--- config.mk ---
export PLATFORM = sky130hd
export DESIGN_NAME = mac_accum_ctrl_flat
export DESIGN_NICKNAME = d
export VERILOG_FILES = /design/src/rtl/mac_pkg.sv /design/src/rtl/mac_accum_ctrl_if.sv /design/src/rtl/mac_product_stage.sv /design/src/rtl/mac_accum_ctrl.sv /design/src/flat_wrapper.sv
export SDC_FILE = /design/constraint.sdc
export NUM_CORES = 1
export LEC_CHECK = 0
export ABC_AREA = 1
export BUFFER_PORTS_ARGS = -buffer_cell sky130_fd_sc_hd__buf_2
export CORE_ASPECT_RATIO = 0.8
export CORE_MARGIN = 2
export CORE_UTILIZATION = 25
export DETAILED_ROUTE_END_ITERATION = 10
export PLACE_DENSITY = 0.38
export SLEW_MARGIN = 20
export SYNTH_ARGS = -nofsm -noshare
export SYNTH_HDL_FRONTEND = slang
export SYNTH_SLANG_ARGS = --single-unit
--- constraint.sdc ---
create_clock -name clk -period 4.45 [get_ports clk]
set_input_delay 0.445 -clock clk [delete_from_list [all_inputs] [get_ports clk]]
set_output_delay 0.445 -clock clk [all_outputs]
set_load 0.005 [all_outputs]
--- src/rtl/mac_pkg.sv ---
// Shared definitions for the MAC accumulate stage: default widths and FSM encoding.
package mac_pkg;

  localparam int DATA_W_DEF  = 8;
  localparam int ACC_W_DEF   = 20;
  localparam int COUNT_W_DEF = 5;

  typedef enum logic [1:0] {
    ST_IDLE  = 2'd0,
    ST_ACCUM = 2'd1,
    ST_DRAIN = 2'd2,
    ST_DONE  = 2'd3
  } state_e;

endpackage

--- src/rtl/mac_accum_ctrl_if.sv ---
// Control, operand and result signals between the MAC controller (master) and the
// accumulate stage (slave).
interface mac_accum_ctrl_if
  import mac_pkg::*;
#(
  parameter int DATA_W  = DATA_W_DEF,
  parameter int ACC_W   = ACC_W_DEF,
  parameter int COUNT_W = COUNT_W_DEF
);

  logic               start;
  logic [COUNT_W-1:0] n_terms;
  logic               in_valid;
  logic [DATA_W-1:0]  a_in;
  logic [DATA_W-1:0]  b_in;
  logic               in_ready;
  logic               busy;
  logic               done;
  logic [ACC_W-1:0]   acc_out;
  logic               ovf;

  modport master (
    output start, n_terms, in_valid, a_in, b_in,
    input  in_ready, busy, done, acc_out, ovf
  );

  modport slave (
    input  start, n_terms, in_valid, a_in, b_in,
    output in_ready, busy, done, acc_out, ovf
  );

endinterface

--- src/rtl/mac_product_stage.sv ---
// One-deep unsigned product pipeline: registers a_in*b_in on each accepted handshake
// and flags it valid for exactly the following edge unless another pair arrives.
module mac_product_stage
  import mac_pkg::*;
#(
  parameter int DATA_W = DATA_W_DEF
) (
  input  logic                clk,
  input  logic                reset,
  input  logic                in_valid,
  input  logic                in_ready,
  input  logic [DATA_W-1:0]   a_in,
  input  logic [DATA_W-1:0]   b_in,
  output logic                hs,
  output logic [2*DATA_W-1:0] prod_q,
  output logic                prod_v
);

  logic [2*DATA_W-1:0] prod_next;

  assign hs        = in_valid & in_ready;
  assign prod_next = (2*DATA_W)'(a_in) * (2*DATA_W)'(b_in);

  always_ff @(posedge clk) begin
    if (reset) begin
      prod_q <= '0;
      prod_v <= 1'b0;
    end else begin
      prod_v <= hs;
      if (hs) begin
        prod_q <= prod_next;
      end
    end
  end

endmodule

--- src/rtl/mac_accum_ctrl.sv ---
// Sequencing multiply-accumulate stage: runs n_terms operand handshakes through the
// product stage, sums the products into a wide accumulator and pulses done.
module mac_accum_ctrl
  import mac_pkg::*;
#(
  parameter int DATA_W  = DATA_W_DEF,
  parameter int ACC_W   = ACC_W_DEF,
  parameter int COUNT_W = COUNT_W_DEF
) (
  input logic             clk,
  input logic             reset,
  mac_accum_ctrl_if.slave bus
);

  state_e               state_reg, state_next;
  logic [COUNT_W-1:0]   cnt_reg, cnt_next;
  logic [ACC_W-1:0]     acc_reg, acc_next;
  logic                 ovf_reg, ovf_next;
  logic                 hs;
  logic                 prod_v;
  logic [2*DATA_W-1:0]  prod_q;
  logic [ACC_W:0]       acc_sum;

  mac_product_stage #(.DATA_W(DATA_W)) u_prod (
    .clk      (clk),
    .reset    (reset),
    .in_valid (bus.in_valid),
    .in_ready (bus.in_ready),
    .a_in     (bus.a_in),
    .b_in     (bus.b_in),
    .hs       (hs),
    .prod_q   (prod_q),
    .prod_v   (prod_v)
  );

  // Extra top bit of the sum is the carry that feeds the sticky overflow flag.
  assign acc_sum = {1'b0, acc_reg} + (ACC_W+1)'(prod_q);

  always_comb begin
    state_next = state_reg;
    cnt_next   = cnt_reg;
    acc_next   = acc_reg;
    ovf_next   = ovf_reg;

    if (prod_v) begin
      acc_next = acc_sum[ACC_W-1:0];
      if (acc_sum[ACC_W]) begin
        ovf_next = 1'b1;
      end
    end

    case (state_reg)
      ST_IDLE: begin
        if (bus.start) begin
          acc_next   = '0;
          ovf_next   = 1'b0;
          cnt_next   = bus.n_terms;
          state_next = (bus.n_terms != '0) ? ST_ACCUM : ST_DONE;
        end
      end
      ST_ACCUM: begin
        if (hs) begin
          cnt_next = cnt_reg - COUNT_W'(1);
          if (cnt_reg == COUNT_W'(1)) begin
            state_next = ST_DRAIN;
          end
        end
      end
      ST_DRAIN: state_next = ST_DONE;
      default:  state_next = ST_IDLE;
    endcase
  end

  always_ff @(posedge clk) begin
    if (reset) begin
      state_reg <= ST_IDLE;
      cnt_reg   <= '0;
      acc_reg   <= '0;
      ovf_reg   <= 1'b0;
    end else begin
      state_reg <= state_next;
      cnt_reg   <= cnt_next;
      acc_reg   <= acc_next;
      ovf_reg   <= ovf_next;
    end
  end

  assign bus.in_ready = (state_reg == ST_ACCUM);
  assign bus.busy     = (state_reg != ST_IDLE);
  assign bus.done     = (state_reg == ST_DONE);
  assign bus.acc_out  = acc_reg;
  assign bus.ovf      = ovf_reg;

endmodule

--- src/flat_wrapper.sv ---
// flat-port wrapper written by rule: the top's interface ports become plain ports
module mac_accum_ctrl_flat import mac_pkg::*;
#(
  parameter int DATA_W  = DATA_W_DEF,
  parameter int ACC_W   = ACC_W_DEF,
  parameter int COUNT_W = COUNT_W_DEF
)
  (clk, reset, bus_start, bus_n_terms, bus_in_valid, bus_a_in, bus_b_in, bus_in_ready, bus_busy, bus_done, bus_acc_out, bus_ovf);
  mac_accum_ctrl_if #(.DATA_W(DATA_W), .ACC_W(ACC_W), .COUNT_W(COUNT_W)) bus_i ();
  input logic clk;
  input logic reset;
  input wire logic [$bits(bus_i.start)-1:0] bus_start;
  input wire logic [$bits(bus_i.n_terms)-1:0] bus_n_terms;
  input wire logic [$bits(bus_i.in_valid)-1:0] bus_in_valid;
  input wire logic [$bits(bus_i.a_in)-1:0] bus_a_in;
  input wire logic [$bits(bus_i.b_in)-1:0] bus_b_in;
  output wire logic [$bits(bus_i.in_ready)-1:0] bus_in_ready;
  output wire logic [$bits(bus_i.busy)-1:0] bus_busy;
  output wire logic [$bits(bus_i.done)-1:0] bus_done;
  output wire logic [$bits(bus_i.acc_out)-1:0] bus_acc_out;
  output wire logic [$bits(bus_i.ovf)-1:0] bus_ovf;
  assign bus_i.start = bus_start;
  assign bus_i.n_terms = bus_n_terms;
  assign bus_i.in_valid = bus_in_valid;
  assign bus_i.a_in = bus_a_in;
  assign bus_i.b_in = bus_b_in;
  assign bus_in_ready = bus_i.in_ready;
  assign bus_busy = bus_i.busy;
  assign bus_done = bus_i.done;
  assign bus_acc_out = bus_i.acc_out;
  assign bus_ovf = bus_i.ovf;
  mac_accum_ctrl #(.DATA_W(DATA_W), .ACC_W(ACC_W), .COUNT_W(COUNT_W)) u_core (.clk(clk), .reset(reset), .bus(bus_i));
endmodule
==> results.py, run 1 <==
metrics = {
    "outcome": {
        "outcome": "finished, final reports clean",
    },
    "global_routing": {
        "grt_use_met3": 0.01416,
        "antenna_found_initial": 0,
        "grt.busiest_layer": "met2",
        "use_met1": 0.1838,
        "grt_pass1_wl_um": 23450,
        "grt_pass1_vias": 4683,
        "use_met2": 0.2048,
        "grt_max_degree": 37,
        "grt_usage": 0.1270,
        "gr-total-overflow": 0,
    },
    "drt": {
        "wl_um": 13380,
        "drt_iter0_markers": 131,
        "vias_per_cell": 4.067,
        "route.vias.total": 4588,
        "drt-wirelength-per-cell_um": 11.86,
        "drc": 0,
        "ant_nets": 0,
        "dr.pass1.iters": 4,
    },
    "clocking": {
        "cts-root-buf": "clkbuf_16",
        "cts_sinks": 45,
        "clkTransAtPathRegs_ns": 0.07,
        "cts_max_level": 2,
        "clockBufferDepth": 2,
        "cts_resized": 0,
        "post_cts_buffers": 0,
        "clk_latency_ns": 0.30,
        "cts_buffers": 5,
        "ctsHoldBuffers": 0,
        "tritoncts": "yes",
    },
    "layout": {
        "nets": 978,
        "area_growth_syn_to_layout_pct": 11.85,
        "final_core_util": 0.2855,
        "largest_reg_flops": 20,
        "antennaDiodeCount": 0,
        "drive_gt1_frac": 0.1013,
        "n_fill_cell": 2360,
    },
    "place": {
        "port_buffers": 48,
        "post-place-ws_ns": 0.2060,
        "gp_congestion": 0.7810,
        "post-dp-hpwl_um": 11200,
    },
    "sta": {
        "skew_ns": 0.005244,
        "period_needed_ns": 3.904,
        "setup_viol_count_final": 0,
        "hold_ws_ns": 0.4336,
        "max_freq_ghz": 0.2562,
        "tightest_slew_ns": 0.4691,
        "fin_crit_sh": 0.8773,
        "rsz0062_at_grt": "no",
        "slew_headroom": 0.6869,
        "finalHoldViolCount": 0,
        "fin_tns_setup_ns": 0,
        "report.final.slew_viol_count": 0,
        "final_critical_path_setup_slack_ns": 0.5461,
    },
    "critical_path": {
        "crit_fanout": 8,
        "critPathCapture": "u_core.u_prod.prod_q[14]",
        "r2r_start": "u_core.state_reg[1]",
        "ff2ff_path_depth": 7,
        "crit_path_end_kind": "flop",
        "critical_path_class": "input pin to flop",
        "r2r_slack_ns": 2.48,
        "worstPathRequired_ns": 4.64,
        "start_kind": "input pin",
        "timing.rr.end": "u_core.u_prod.prod_q[10]",
        "startpoint": "bus_b_in[7]",
        "arrival_ns": 4.10,
    },
    "synthesis": {
        "yosysSeqAreaShare": 0.1700,
        "avgSynthCellArea_sq_um": 6.415,
        "syn_nets": 946,
        "synthCells": 826,
        "synth_ff_type": "dfxtp_1",
        "synthesis.area_sq_um": 5299,
        "synthArstFlopShare": 0,
        "yosys_warnings": 0,
        "synth_edf_count": 0,
        "synth.ff_latch_count": 45,
        "synthDistinctLibCells": 33,
    },
    "floorplanning": {
        "io_pins": 49,
        "start_util": 0.2553,
        "core_sq_um": 20760,
        "rows": 47,
        "die_h_um": 134.2,
        "dieArea_sq_um": 22380,
        "die_x_um": 166.8,
    },
    "power_and_ir_drop": {
        "ir_drop_v": 0.0001616,
        "power_density_nw_per_um2": 368.2,
        "cellLeakagePower_nw": 3.517,
    },
    "min_path": {
        "hp-class": "input pin to flop",
    },
    "job": {
        "maxCapViolations": 0,
    },
}
-- cell usage after synthesis (all sizes together) (3+ instances only) --
library cell	instances	area (sq um)
nand2	229	872.1
o211ai	5	37.54
buf	6	36.28
nor3	8	40.04
and2	3	18.77
xor2	7	61.31
inv	192	720.7
a31oi	3	18.77
a21oi	32	171.4
dfxtp	45	900.9
nor2	91	369.1
ha	58	725.7
nand4	3	18.77
o21ai	34	177.7
nand3	44	235.2
fa	37	740.7
clkbuf	20	85.08
-- worst max-delay path, cell delays in order --
cell	delay, ns
buf_2	0.18
nand2_1	0.10
fa_1	0.51
fa_1	0.54
inv_1	0.06
fa_1	0.52
inv_1	0.05
fa_1	0.52
inv_1	0.04
ha_1	0.35
a21oi_1	0.18
o21ai_0	0.12
nand2_1	0.08
nand3_1	0.08
nand2_1	0.07
nand2_1	0.04
o21ai_0	0.15
inv_1	0.05
-- power breakdown --
| part | switching [W] | internal [W] |
|---|---|---|
| sequential | 0.0000692 | 0.000482 |
| combinational | 0.000781 | 0.000456 |
| clock | 0.000181 | 0.000213 |
-- placed cells by master (no fill, tap or decap), types with 2 or more instances in the layout --
cell / instances
nor2_1: 82
nand3_1: 41
nor2_2: 8
dfxtp_1: 45
o211ai_1: 5
buf_4: 3
o21ai_0: 32
a31oi_1: 3
nand3b_1: 2
nand2_2: 5
xnor2_1: 2
a21oi_1: 29
ha_1: 58
and2_1: 3
inv_6: 2
buf_2: 48
inv_1: 187
xor2_1: 7
nand2_1: 224
nand4_1: 3
nor3_1: 8
clkbuf_16: 5
o21ai_2: 2
fa_1: 37
a21oi_2: 3
nand3_2: 3
inv_2: 5
-- metrics by stage --
| stage | std cells | cell area [sq um] | total power [W] |
|---|---|---|---|
| global route | 1128 | 5927 | 0.002468 |
| CTS | 1128 | 5927 | 0.002233 |
| floorplan | 826 | 5299 | 0.001503 |
| detailed placement | 1120 | 5777 | 0.001810 |
| global placement | 1120 | 5777 | 0.001837 |
| finish | 1128 | 5927 | 0.002182 |
-- how the worst min path moves through the flow --
stage	end	startpoint	cells past startpoint	slack (ns)
after floorplan	u_core.bus.ovf	u_core.bus.ovf	2	0.45
after global placement	u_core.bus.ovf	u_core.bus.ovf	2	0.44
after detailed placement	u_core.bus.ovf	u_core.bus.ovf	2	0.44
after CTS	u_core.cnt_reg[0]	bus_n_terms[0]	3	0.42
after global routing	u_core.cnt_reg[0]	bus_n_terms[0]	3	0.45
final	u_core.cnt_reg[0]	bus_n_terms[0]	3	0.43
-- kinds of logic after synthesis --
group           synth area share
compound gates           0.08100
xor+xnor                 0.01488
flops                     0.1700
buf+inv                   0.1589
fa+ha+maj                 0.2767
simple gates              0.2985
-- layer usage --
layer	part of all wire	wire length, um
met1	0.55	7336
met2	0.42	5624
met3	0.022	299
met4	0.0088	118
met5	0	0
-- layout make-up --
cell class / instances / area [sq um] / area share
well taps: 269 / 336.6 / 0.05679
multi-input cells: 563 / 3556 / 0.6000
flip-flops and latches: 45 / 900.9 / 0.1520
clock inverters: 3 / 25.02 / 0.004222
clock buffers: 5 / 125.1 / 0.02111
inverters: 192 / 720.7 / 0.1216
repair buffers: 51 / 262.8 / 0.04433
No activity file was read; power rests on OpenSTA's default activity.
==> run 2, diff against run 1 <==
--- a/config.mk
+++ b/config.mk
@@ -15,4 +15,5 @@
 export SLEW_MARGIN = 20
 export SYNTH_ARGS = -nofsm -noshare
 export SYNTH_HDL_FRONTEND = slang
+export SYNTH_HIERARCHICAL = 1
 export SYNTH_SLANG_ARGS = --single-unit
==> run 2 against run 1 <==
- setup slack improved by 0.030 ns
- sequential share of layout area fell by 0.34 points
- critical path depth did not move
- synthesized area rose by 1.9%
- fmax rose by 0.78%
- clock skew rose by 0.0043 ns
- core utilization fell by 0.19 points
- combinational power rose by 19%
- clock power rose by 11%
- critical endpoint is now u_core/u_prod/prod_q[15]
- largest power group unchanged
==> results.py, run 2 <==
metrics = {
    "drt": {
        "dr.pass1.iters": 5,
        "drt_iter0_markers": 303,
        "route.vias.total": 4841,
        "wl_um": 14590,
        "drt-wirelength-per-cell_um": 12.70,
        "ant_nets": 0,
        "drc": 0,
        "vias_per_cell": 4.213,
    },
    "clocking": {
        "cts_max_level": 2,
        "cts_resized": 0,
        "ctsHoldBuffers": 0,
        "cts_buffers": 5,
        "clockBufferDepth": 2,
        "tritoncts": "yes",
        "post_cts_buffers": 0,
        "clk_latency_ns": 0.29,
        "cts-root-buf": "clkbuf_16",
        "cts_sinks": 45,
        "clkTransAtPathRegs_ns": 0.07,
    },
    "synthesis": {
        "synth_ff_type": "dfxtp_1",
        "avgSynthCellArea_sq_um": 6.429,
        "synth_top_area_share": 0.1668,
        "synth.ff_latch_count": 45,
        "synthDistinctLibCells": 36,
        "synthCells": 840,
        "synthTopCellsByArea": "dfxtp_1 (17%), nand2_1 (16%), fa_1 (14%)",
        "synth_top_area_cell": "dfxtp_1",
        "synth_edf_count": 0,
        "synth_common_cells": "nand2_1 (230), inv_1 (192), nor2_1 (80), ha_1 (59), nand3_1 (48)",
        "yosysSeqAreaShare": 0.1668,
        "synth.most_common_cell": "nand2_1",
        "syn_nets": 961,
        "synthesis.area_sq_um": 5400,
        "synthArstFlopShare": 0,
        "yosys_warnings": 6,
    },
    "power_and_ir_drop": {
        "comb_power_share": 0.595,
        "total_power_w": 0.002469,
        "switching_share": 0.4737,
        "p_sw_w": 0.001169,
        "power_density_nw_per_um2": 407.0,
        "cellLeakagePower_nw": 3.591,
        "ir_drop_v": 0.0002029,
        "p_int_w": 0.001299,
        "seq_power_share": 0.228,
        "pwr-share-clk": 0.177,
    },
    "min_path": {
        "hp-class": "flop to flop",
    },
    "critical_path": {
        "crit_chain": "buf_2 -> nand2_1 -> fa_1 -> fa_1 -> inv_1 -> fa_1 -> inv_1 -> fa_1 -> inv_1 -> ha_1 -> nand2_1 -> nor2_2 -> and2_1 -> nand2_1 -> nand4_1 -> nand3_1 -> nand2_1 -> inv_1",
        "r2r_slack_ns": 1.87,
        "startpoint": "bus_b_in[7]",
        "r2r_start": "u_core/state_reg[1]",
        "crit_fanout": 8,
        "worstPathRequired_ns": 4.65,
        "cp_slowest_stage_delay_ns": 0.55,
        "cpMaxStageDelayCell": "fa_1",
        "critPathTopFamily": "adder cells",
        "crit_buf_inv": 5,
        "critical_path_class": "input pin to flop",
        "arrival_ns": 4.07,
        "critPathCapture": "u_core/u_prod/prod_q[15]",
        "timing.rr.end": "u_core/state_reg[0]",
        "cp.depth": 18,
        "ff2ff_path_depth": 8,
        "start_kind": "input pin",
        "crit_path_end_kind": "flop",
    },
    "layout": {
        "final_core_util": 0.2836,
        "antennaDiodeCount": 0,
        "seq_area_sq_um": 900.9,
        "nets": 994,
        "drive_gt1_frac": 0.09725,
        "final_cell_mix": "nand2_1 (230), inv_1 (192), nor2_1 (80), ha_1 (59)",
        "area_growth_syn_to_layout_pct": 12.30,
        "layout_commonest_cell": "nand2_1",
        "final_cells": 1149,
        "multi_input_area_sq_um": 3661,
        "largest_reg_flops": 20,
        "n_fill_cell": 2416,
    },
    "floorplanning": {
        "dieArea_sq_um": 22800,
        "die_h_um": 135.5,
        "io_pins": 49,
        "start_util": 0.2526,
        "core_sq_um": 21380,
        "die_x_um": 168.3,
        "rows": 48,
    },
    "sta": {
        "final_critical_path_setup_slack_ns": 0.5765,
        "report.final.slew_viol_count": 0,
        "fin_crit_sh": 0.8704,
        "fin_tns_setup_ns": 0,
        "finalHoldViolCount": 0,
        "setup_viol_count_final": 0,
        "slew_headroom": 0.4606,
        "max_freq_ghz": 0.2582,
        "period_needed_ns": 3.874,
        "rsz0062_at_grt": "no",
        "skew_ns": 0.009594,
        "tightest_slew_ns": 0.8082,
    },
    "place": {
        "post-dp-hpwl_um": 12000,
        "gp_congestion": 0.8018,
        "dp_cells": 1141,
        "post-place-ws_ns": 0.2530,
        "port_buffers": 48,
    },
    "job": {
        "maxCapViolations": 0,
    },
    "global_routing": {
        "grt.busiest_layer": "met1",
        "grt_max_degree": 37,
        "grt_pass1_wl_um": 24900,
        "use_met1": 0.2132,
        "grt_usage": 0.1362,
        "gr-total-overflow": 0,
        "grt_pass1_vias": 4810,
        "antenna_found_initial": 0,
        "grt_use_met3": 0.02220,
        "use_met2": 0.1998,
    },
    "outcome": {
        "outcome": "finished, final reports clean",
    },
}
run 2: kinds of logic after synthesis:
| logic type | share of synthesized area |
|---|---|
| simple gates | 0.3100 |
| buf+inv | 0.1552 |
| xor+xnor | 0.01622 |
| fa+ha+maj | 0.2739 |
| compound gates | 0.07785 |
| flops | 0.1668 |
run 2: layout make-up:
cell class	instances	area share
timing repair buffer	51	0.04333
inverter	194	0.1201
clock buffer	6	0.02125
multi-input combinational	576	0.6037
sequential	45	0.1485
clock inverter	2	0.006396
tap	275	0.05674
run 2: power groups by stage:
| stage | registers (W) | clock network (W) | logic, W |
|---|---|---|---|
| final | 0.000562 | 0.000438 | 0.00147 |
| after global routing | 0.000575 | 0.000476 | 0.00174 |
| after CTS | 0.000565 | 0.000462 | 0.00149 |
| after detailed placement | 0.000573 | 0 | 0.00148 |
| after global placement | 0.000576 | 0 | 0.00150 |
| after floorplan | 0.000548 | 0 | 0.00115 |
run 2: worst register-to-register path, stage by stage (launching register included):
cell	delay, ns
dfxtp_1	0.35
inv_1	0.09
ha_1	0.31
nand2_1	0.32
inv_1	0.69
nand3_1	0.14
o21ai_0	0.17
o21ai_1	0.14
a211oi_1	0.27
run 2: routing by layer:
layer	up-vias	wire, um
met4	0	48
met1	2154	8390
met3	5	523
met5	-	0
met2	76	5626
li1	2606	-
run 2: per-stage QoR:
stage | hold WS, ns | cell area, sq um
floorplan | 0.4466 | 5400
global placement | 0.4452 | 5897
detailed placement | 0.4454 | 5897
CTS | 0.4572 | 6065
global route | 0.4833 | 6065
finish | 0.4504 | 6065
run 2: how the worst min path moves through the flow:
stage / from / end / slack (ns) / cells past startpoint
global placement: u_core/bus.ovf / u_core/bus.ovf / 0.45 / 2
detailed placement: u_core/bus.ovf / u_core/bus.ovf / 0.45 / 2
floorplan: u_core/bus.ovf / u_core/bus.ovf / 0.45 / 2
finish: u_core/bus.ovf / u_core/bus.ovf / 0.45 / 2
CTS: u_core/bus.ovf / u_core/bus.ovf / 0.46 / 2
global route: u_core/bus.ovf / u_core/bus.ovf / 0.48 / 2
==> run 3, diff against run 2 <==
--- a/config.mk
+++ b/config.mk
@@ -5,7 +5,6 @@
 export SDC_FILE = /design/constraint.sdc
 export NUM_CORES = 1
 export LEC_CHECK = 0
-export ABC_AREA = 1
 export BUFFER_PORTS_ARGS = -buffer_cell sky130_fd_sc_hd__buf_2
 export CORE_ASPECT_RATIO = 0.8
 export CORE_MARGIN = 2
==> run 3 against run 2 <==
- register-to-register slack worse by 0.16 ns
- synthesized area decreased by 11%
- synthesized cell count fell by 31%
- flip-flop and latch count stayed put
- non-clock buffer count increased by 35
- critical path type unchanged
==> results.py, run 3 <==
metrics = {
    "outcome": {
        "outcome": "finished, final reports clean",
    },
    "synthesis": {
        "synth_common_cells": "nand2_1 (63), ha_1 (59), inv_1 (58), and2_1 (46), dfxtp_1 (45)",
        "synthSimpleGateAreaFrac": 0.2213,
        "synthDistinctLibCells": 63,
        "synth_edf_count": 0,
        "synth_ff_type": "dfxtp_1",
        "synth_top_family_by_area": "adder cells",
        "synthMuxAreaShare": 0.02341,
        "synth.ff_latch_count": 45,
        "synth-xor-area-share": 0.01638,
        "synthArstFlopShare": 0,
        "synth_top_area_share": 0.1873,
        "synthCells": 576,
        "yosysSeqAreaShare": 0.1873,
        "synth_top_area_cell": "dfxtp_1",
        "synthesis.area_sq_um": 4811,
        "synth_compound_area_frac": 0.1839,
        "avgSynthCellArea_sq_um": 8.352,
        "synth_fa_ha_area_frac": 0.3074,
        "syn_nets": 697,
        "synthTopCellsByArea": "dfxtp_1 (19%), fa_1 (15%), ha_1 (15%)",
        "yosys_warnings": 6,
        "synth.most_common_cell": "nand2_1",
    },
    "sta": {
        "period_needed_ns": 4.307,
        "fin_crit_sh": 0.9678,
        "report.final.slew_viol_count": 0,
        "tightest_slew_ns": 0.6994,
        "skew_ns": 0.004526,
        "finalHoldViolCount": 0,
        "max_freq_ghz": 0.2322,
        "slew_headroom": 0.5338,
        "setup_viol_count_final": 0,
        "rsz0062_at_grt": "no",
    },
    "clocking": {
        "tritoncts": "yes",
        "clkTransAtPathRegs_ns": 0.06,
        "cts_sinks": 45,
        "ctsHoldBuffers": 0,
        "cts_buffers": 5,
        "clockBufferDepth": 2,
        "cts-root-buf": "clkbuf_16",
        "cts_resized": 0,
        "clk_latency_ns": 0.29,
        "post_cts_buffers": 0,
        "cts_max_level": 2,
    },
    "layout": {
        "final_cells": 912,
        "drive_gt1_frac": 0.1621,
        "antennaDiodeCount": 0,
        "n_fill_cell": 2070,
        "area_growth_syn_to_layout_pct": 19.51,
        "seq_area_sq_um": 900.9,
        "final_cell_mix": "nand2_1 (63), inv_1 (58), ha_1 (58), buf_2 (48), and2_1 (46)",
        "layout_commonest_cell": "nand2_1",
        "stdcell_area_sq_um": 5749,
        "multi_input_area_sq_um": 3636,
        "nets": 774,
        "largest_reg_flops": 20,
    },
    "critical_path": {
        "arrival_ns": 4.49,
        "r2r_slack_ns": 1.71,
        "crit_fanout": 3,
        "ff2ff_path_depth": 9,
        "startpoint": "bus_a_in[3]",
        "crit_path_end_kind": "flop",
        "timing.rr.end": "u_core/cnt_reg[0]",
        "worstPathRequired_ns": 4.63,
        "start_kind": "input pin",
        "r2r_start": "u_core/state_reg[1]",
        "critPathCapture": "u_core/u_prod/prod_q[14]",
        "critical_path_class": "input pin to flop",
    },
    "drt": {
        "dr.pass1.iters": 4,
        "vias_per_cell": 4.731,
        "drt_iter0_markers": 200,
        "route.vias.total": 4315,
        "drc": 0,
        "drt-wirelength-per-cell_um": 13.28,
        "wl_um": 12110,
        "ant_nets": 0,
    },
    "global_routing": {
        "grt_usage": 0.1212,
        "use_met1": 0.1802,
        "grt_pass1_wl_um": 20470,
        "grt.busiest_layer": "met2",
        "use_met2": 0.1872,
        "grt_max_degree": 30,
        "grt_use_met3": 0.02168,
        "gr-total-overflow": 0,
        "grt_pass1_vias": 4172,
        "antenna_found_initial": 0,
    },
    "min_path": {
        "hp-class": "flop to flop",
    },
    "floorplanning": {
        "start_util": 0.2543,
        "io_pins": 49,
        "core_sq_um": 18920,
        "die_x_um": 159.1,
        "die_h_um": 128.1,
        "rows": 45,
        "dieArea_sq_um": 20380,
    },
    "power_and_ir_drop": {
        "total_power_w": 0.002220,
        "power_density_nw_per_um2": 386.1,
        "cellLeakagePower_nw": 2.704,
        "ir_drop_v": 0.0001623,
    },
    "place": {
        "port_buffers": 48,
        "dp_cells": 903,
        "gp_congestion": 0.8067,
        "post-dp-hpwl_um": 10010,
        "placed_area_sq_um": 5603,
    },
    "job": {
        "maxCapViolations": 0,
    },
}
## run 3: changes by cell type in the layout (fill, tap and decap cells not counted), sizes merged, moves of 35 or more
| cell | delta |
|---|---|
| and2 | +41 |
| buf | +35 |
| nor2 | -58 |
| inv | -135 |
| nand3 | -36 |
| nand2 | -173 |
## run 3: critical path: stages
cell,delay [ns]
buf_2,0.10
and2_1,0.16
fa_1,0.54
inv_1,0.06
fa_1,0.48
inv_1,0.06
fa_1,0.53
inv_1,0.06
fa_1,0.52
inv_1,0.06
ha_4,0.25
and2_4,0.15
a221oi_4,0.27
a211oi_2,0.12
or4_1,0.42
a32o_1,0.26
## run 3: cell families after synthesis
group	count (synthesis)
mux	11
simple gates	208
buf+inv	76
fa+ha+maj	96
xor+xnor	9
flops	45
compound gates	131
## run 3: worst min path at each step
stage	start	to	slack [ns]	cells past startpoint
2_1_floorplan	u_core/u_prod/prod_q[6]	u_core/u_prod/prod_q[6]	0.44	2
3_3_place_gp	u_core/u_prod/prod_q[9]	u_core/u_prod/prod_q[9]	0.45	2
3_5_place_dp	u_core/u_prod/prod_q[3]	u_core/u_prod/prod_q[3]	0.46	2
4_1_cts	u_core/u_prod/prod_q[3]	u_core/u_prod/prod_q[3]	0.47	2
5_1_grt	u_core/u_prod/prod_q[8]	u_core/u_prod/prod_q[8]	0.48	2
6_report	u_core/u_prod/prod_q[3]	u_core/u_prod/prod_q[3]	0.46	2
## run 3: final cells by class
cell class	instances	share of cell area
multi-input combinational	455	0.6324
sequential	45	0.1567
timing repair buffer	86	0.09140
tap	258	0.05615
inverter	60	0.03917
clock buffer	6	0.02242
clock inverter	2	0.001741
## run 3: report_power, final
| group | internal, W | switching (W) | total [W] |
|---|---|---|---|
| sequential | 0.000473 | 0.0000594 | 0.000533 |
| clock | 0.000207 | 0.000159 | 0.000366 |
| combinational | 0.000586 | 0.000735 | 0.00132 |
## run 3: stage by stage
stage                 util  setup WS [ns]  setup TNS (ns)  hold slack (ns)
floorplan                -       0.004588               0           0.4356
global placement    0.2962        -0.1984         -0.3198           0.4542
detailed placement  0.2962        -0.2146         -0.3437           0.4589
CTS                 0.3035        0.08424               0           0.4677
global route        0.3039        0.03313               0           0.4821
finish              0.3039         0.1434               0           0.4621
## run 3: per-layer routing
layer,wire (um),vias up
met5,0,-
met4,34,0
met3,492,4
met2,5277,63
met1,6308,2086
li1,-,2162
